[src/rtl/fft_cbfp_idx_sched.sv]
// Ping-pong CBFP exponent buffer: captures {index_h, index_l} per beat into two
// frame banks and replays each full bank under valid/ready. Option: FFT_CBFP_OVF_CHK_EN.
module fft_cbfp_idx_sched #(
  parameter int BEATS = 32,
  parameter int IDX_W = 5
) (
  input  logic             clk,
  input  logic             rst,
  input  logic             val_in,
  input  logic [IDX_W-1:0] index_h,
  input  logic [IDX_W-1:0] index_l,
  output logic             out_valid,
  input  logic             out_ready,
  output logic [IDX_W-1:0] out_idx_h,
  output logic [IDX_W-1:0] out_idx_l,
  output logic             out_first,
  output logic             out_last,
  output logic [1:0]       bank_full,
  output logic             ovf_err
);

  localparam int CNT_W = $clog2(BEATS);
  localparam logic [CNT_W-1:0] LAST = CNT_W'(BEATS - 1);

  typedef enum logic {S_IDLE = 1'b0, S_DRAIN = 1'b1} state_t;

  state_t           r_state;
  logic [CNT_W-1:0] r_wr_cnt;
  logic [CNT_W-1:0] r_rd_cnt;
  logic             r_wr_bank;
  logic             r_rd_bank;
  logic [1:0]       r_full;
  logic [2*IDX_W-1:0] r_mem [2*BEATS];

  logic               w_rd_hs;
  logic               w_rd_done;
  logic               w_wr_ok;
  logic               w_wr_acc;
  logic               w_wr_done;
  logic [1:0]         w_full_nxt;
  logic [2*IDX_W-1:0] w_rd_word;

  assign w_rd_hs   = (r_state == S_DRAIN) && out_ready;
  assign w_rd_done = w_rd_hs && (r_rd_cnt == LAST);
  // A full bank may take a new beat in the very cycle its last entry is read out.
  assign w_wr_ok   = !r_full[r_wr_bank] || (w_rd_done && (r_rd_bank == r_wr_bank));
  assign w_wr_acc  = val_in && w_wr_ok;
  assign w_wr_done = w_wr_acc && (r_wr_cnt == LAST);

  // Write side: storage and frame bookkeeping
  always_ff @(posedge clk) begin
    if (w_wr_acc) begin
      r_mem[{r_wr_bank, r_wr_cnt}] <= {index_h, index_l};
    end
  end

  always_ff @(posedge clk) begin
    if (rst) begin
      r_wr_cnt  <= '0;
      r_wr_bank <= 1'b0;
    end else if (w_wr_acc) begin
      if (w_wr_done) begin
        r_wr_cnt  <= '0;
        r_wr_bank <= ~r_wr_bank;
      end else begin
        r_wr_cnt  <= r_wr_cnt + 1'b1;
      end
    end
  end

  always_comb begin
    w_full_nxt = r_full;
    if (w_rd_done) w_full_nxt[r_rd_bank] = 1'b0;
    if (w_wr_done) w_full_nxt[r_wr_bank] = 1'b1;
  end

  always_ff @(posedge clk) begin
    if (rst) r_full <= 2'b00;
    else     r_full <= w_full_nxt;
  end

  // Read side: drain FSM
  always_ff @(posedge clk) begin
    if (rst) begin
      r_state   <= S_IDLE;
      r_rd_cnt  <= '0;
      r_rd_bank <= 1'b0;
    end else begin
      case (r_state)
        S_IDLE: begin
          if (r_full[r_rd_bank]) r_state <= S_DRAIN;
        end
        S_DRAIN: begin
          if (w_rd_hs) begin
            if (r_rd_cnt == LAST) begin
              r_rd_cnt  <= '0;
              r_rd_bank <= ~r_rd_bank;
              r_state   <= S_IDLE;
            end else begin
              r_rd_cnt  <= r_rd_cnt + 1'b1;
            end
          end
        end
        default: r_state <= S_IDLE;
      endcase
    end
  end

  assign w_rd_word = r_mem[{r_rd_bank, r_rd_cnt}];
  assign out_valid = (r_state == S_DRAIN);
  assign out_idx_h = out_valid ? w_rd_word[2*IDX_W-1:IDX_W] : '0;
  assign out_idx_l = out_valid ? w_rd_word[IDX_W-1:0] : '0;
  assign out_first = out_valid && (r_rd_cnt == '0);
  assign out_last  = out_valid && (r_rd_cnt == LAST);
  assign bank_full = r_full;

`ifdef FFT_CBFP_OVF_CHK_EN
  logic w_drop;
  logic r_ovf;
  assign w_drop = val_in && !w_wr_ok;
  always_ff @(posedge clk) begin
    if (rst)         r_ovf <= 1'b0;
    else if (w_drop) r_ovf <= 1'b1;
  end
  assign ovf_err = r_ovf;
`else
  assign ovf_err = 1'b0;
`endif

endmodule
[config.mk]
export PLATFORM = sky130hd
export DESIGN_NAME = fft_cbfp_idx_sched
export DESIGN_NICKNAME = d
export VERILOG_FILES = /design/src/rtl/fft_cbfp_idx_sched.sv
export SDC_FILE = /design/constraint.sdc
export NUM_CORES = 1
export LEC_CHECK = 0
export BUFFER_PORTS_ARGS = -buffer_cell sky130_fd_sc_hd__buf_2
export CAP_MARGIN = 20
export CORE_MARGIN = 10
export CORE_UTILIZATION = 65
export CTS_BUF_LIST = sky130_fd_sc_hd__clkbuf_2
export DETAILED_ROUTE_END_ITERATION = 6
export PLACE_DENSITY = 0.94
export SYNTH_ARGS = -nofsm -noshare
export SYNTH_HDL_FRONTEND = slang
export SYNTH_SLANG_ARGS = --single-unit
[constraint.sdc]
create_clock -name clk -period 7.98 [get_ports clk]
set_clock_uncertainty 0.2 [all_clocks]
set_input_delay 0.798 -clock clk [delete_from_list [all_inputs] [get_ports clk]]
set_output_delay 0.798 -clock clk [all_outputs]
set_load 0.05 [all_outputs]
==> results_dict.tcl <==
set metrics [dict create \
    tritoncts "done" \
    dominantRegCellSynth "edfxtp_1" \
    p_per_area_nw_per_um2 217 \
    end_kind "output pin" \
    root_buffer "clkbuf_2" \
    fin_hold_ws_ps 40.1 \
    place_ws_ps 3170 \
    synthDistinctLibCells 46 \
    yosysSeqAreaShare 0.765 \
    final_layout_size_suffix_gt1_frac 0.270 \
    clk_pin_slew_worst_paths_ps 130 \
    fin_cells 2066 \
    drc 6 \
    clock.fmax_mhz 165 \
    num-fill-cells 2062 \
    worst_pin_slew_ps 1180 \
    maxCapViolCount 0 \
    internal-power_mw 4.59 \
    crit_type "register to output pin" \
    syn_to_final_growth_pct 8.12 \
    io_buffers 28 \
    switchingPower_mw 1.39 \
    wl_um 66100 \
    startpoint_type "register" \
    grt_pass1_vias 14634 \
    min_period_ps 6040 \
    syn_avg_cell_area_um2 19.7 \
    overflow 0 \
    p_total_mw 5.98 \
    leakage_nw 8.66 \
    finalSetupViolations 0 \
    grt_max_degree 99 \
    dp.cells 1779 \
    p_seq_frac 0.632 \
    tns_ps 0 \
    wl_per_cell_um 32.0 \
    status "finished with violations" \
    pwr-share-comb 0.018 \
    dieArea_um2 47600 \
    start_util 0.659 \
    grt_pass1_wl_um 95600 \
    synth-seq-cells 655 \
    track_usage 0.273 \
    synth_warnings 0 \
    violations "design-rule violations" \
    synth-edff-count 640 \
    antenna_found_initial 3 \
    synthCells 1297 \
    setup_slack_ps 1940 \
    post_cts_buffers 0 \
    multiInputGateArea_um2 5540 \
    finalHoldViolCount 0 \
    worstPathArrival_ps 5040 \
    core_um2 38700 \
    design.portCount 30 \
    critPathRequiredTime_ps 6980 \
    post-dp-hpwl_um 36500 \
    cts_max_path_buffers 3 \
    p_sw_frac 0.232 \
    finalNetCount 1456 \
    htree_levels 4 \
    slew_violations 0 \
    cts_made_buffers 151 \
    ir_worst_vdd_mv 0.118 \
    ys_async_sr_fraction 0 \
    drt_iter0_drc 2822 \
    slew_headroom 0.209 \
    syn_area_um2 25500 \
    clock_latency_ps 1170 \
    place_congestion 0.872 \
    min_path_type "primary input to register" \
    die_x_um 218 \
    min_period_over_period 0.757 \
    ant_nets 0 \
    row_count 72 \
    cts_sinks 655 \
    rsz0062_at_grt "false" \
    cts-resized-gates 0 \
    regArea_um2 19500 \
    syn_nets 1316 \
    clockPowerShare 0.350 \
    die_h_um 218 \
    firstDrtPassIters 7 \
    cp_max_fo 41 \
    viasPerCell 7.19 \
    vias 14857 \
]
through the flow:
stage           util  area [um^2]
3_3_place_gp   0.671        26000
4_1_cts        0.706        27400
6_report       0.713        27600
3_5_place_dp   0.671        26000
5_1_grt        0.712        27600
2_1_floorplan      -        25500
cells by family after synthesis:
group	share of synthesized area
AO/OA/AOI/OAI	0.0496
XOR/XNOR	0.00103
adder cells (fa/ha/maj)	0.00245
buffers and inverters	0.0186
flip-flops	0.765
multiplexers	0.136
other	0.000147
AND/OR/NAND/NOR	0.0281
synth_stat cells, drive strengths merged, types with 2 or more instances:
cell | instances | share of area
a21oi | 38 | 0.0074
a211oi | 19 | 0.0056
a22oi | 28 | 0.0082
nand3 | 16 | 0.0035
o22ai | 22 | 0.0054
inv | 5 | 0.00074
a221oi | 9 | 0.0031
nand2 | 33 | 0.0049
and3 | 3 | 0.00074
nand3b | 3 | 0.00088
a22o | 11 | 0.0038
mux2i | 114 | 0.045
a211o | 11 | 0.0038
and2 | 2 | 0.00049
nor2b | 4 | 0.00098
nand4b | 4 | 0.0014
buf | 53 | 0.014
edfxtp | 640 | 0.75
ha | 5 | 0.0025
clkbuf | 27 | 0.0040
nor2 | 78 | 0.012
dfxtp | 15 | 0.012
or3 | 3 | 0.00074
mux4 | 103 | 0.091
o221ai | 19 | 0.0065
nand4 | 4 | 0.00098
or4b | 2 | 0.00078
xnor2 | 2 | 0.00069
o21ai | 5 | 0.00098
o32ai | 9 | 0.0031
metal layers:
layer,part of all wire,up-vias,wire [um],global-route usage
met3,0.15,315,10000,0.0874
met2,0.48,1659,31400,0.423
li1,-,5731,-,-
met4,0.053,0,3480,0.127
met1,0.32,7152,21200,0.349
met5,0,-,0,0
worst max-delay path, cell delays in order, from the launching register on:
cell     delay (ps)
dfxtp_4         750
buf_4           700
buf_4           670
nor2_2          370
a22oi_1         640
a22o_1          320
o32ai_1         130
buf_2           260
power groups by stage:
| stage | Sequential [mW] | Clock [mW] | Combinational (mW) |
|---|---|---|---|
| floorplan | 3.86 | 0 | 0.0197 |
| global placement | 3.86 | 0 | 0.0819 |
| detailed placement | 3.86 | 0 | 0.0890 |
| CTS | 3.78 | 2.07 | 0.0912 |
| global route | 3.78 | 2.26 | 0.108 |
| finish | 3.78 | 2.10 | 0.105 |
final timing paths:
kind	from	end	slack [ps]	cells after the start
worst max-delay path	r_rd_cnt[1]$_SDFFE_PP0P_	out_idx_h[2]	1940	7
worst min-delay path	index_h[0]	r_mem[34][5]$_DFFE_PP_	40	1
worst max register to register	r_rd_cnt[0]$_SDFFE_PP0P_	r_mem[53][5]$_DFFE_PP_	2830	8
worst min register to register	r_wr_cnt[0]$_SDFFE_PP0P_	r_wr_cnt[0]$_SDFFE_PP0P_	410	2
state kept, by name (all words and copies together) (netlist names):
signal     flops
r_wr_cnt       5
bank_full      2
r_mem        640
r_wr_bank      1
out_valid      1
r_rd_cnt       5
r_rd_bank      1
layout by cell type, fill, tap and decap left out, drive strengths merged, types with 8 or more instances in the layout:
cell type	n
edfxtp	640
clkbuf	234
mux2i	114
mux4	103
nor2	78
buf	59
a21oi	38
nand2	33
a22oi	28
o22ai	22
o221ai	19
a211oi	19
clkinv	18
nand3	16
dfxtp	15
a211o	11
a22o	11
inv	10
a221oi	9
o32ai	9
dlygate4sd3	8
repair_timing:
item                                    4_1_cts  5_1_grt
hold buffers                                  4        4
hold endpoints to repair                     15       59
endpoints found under the setup margin        0        0
cell type report:
type,count,area share
clock buffer,234,0.0424
inverter,5,0.000680
antenna,4,0.000363
clock inverter,26,0.00485
tap,518,0.0235
sequential,655,0.707
timing repair buffer,67,0.0201
multi-input combinational,557,0.201
Power figures use the tool's default switching activity.
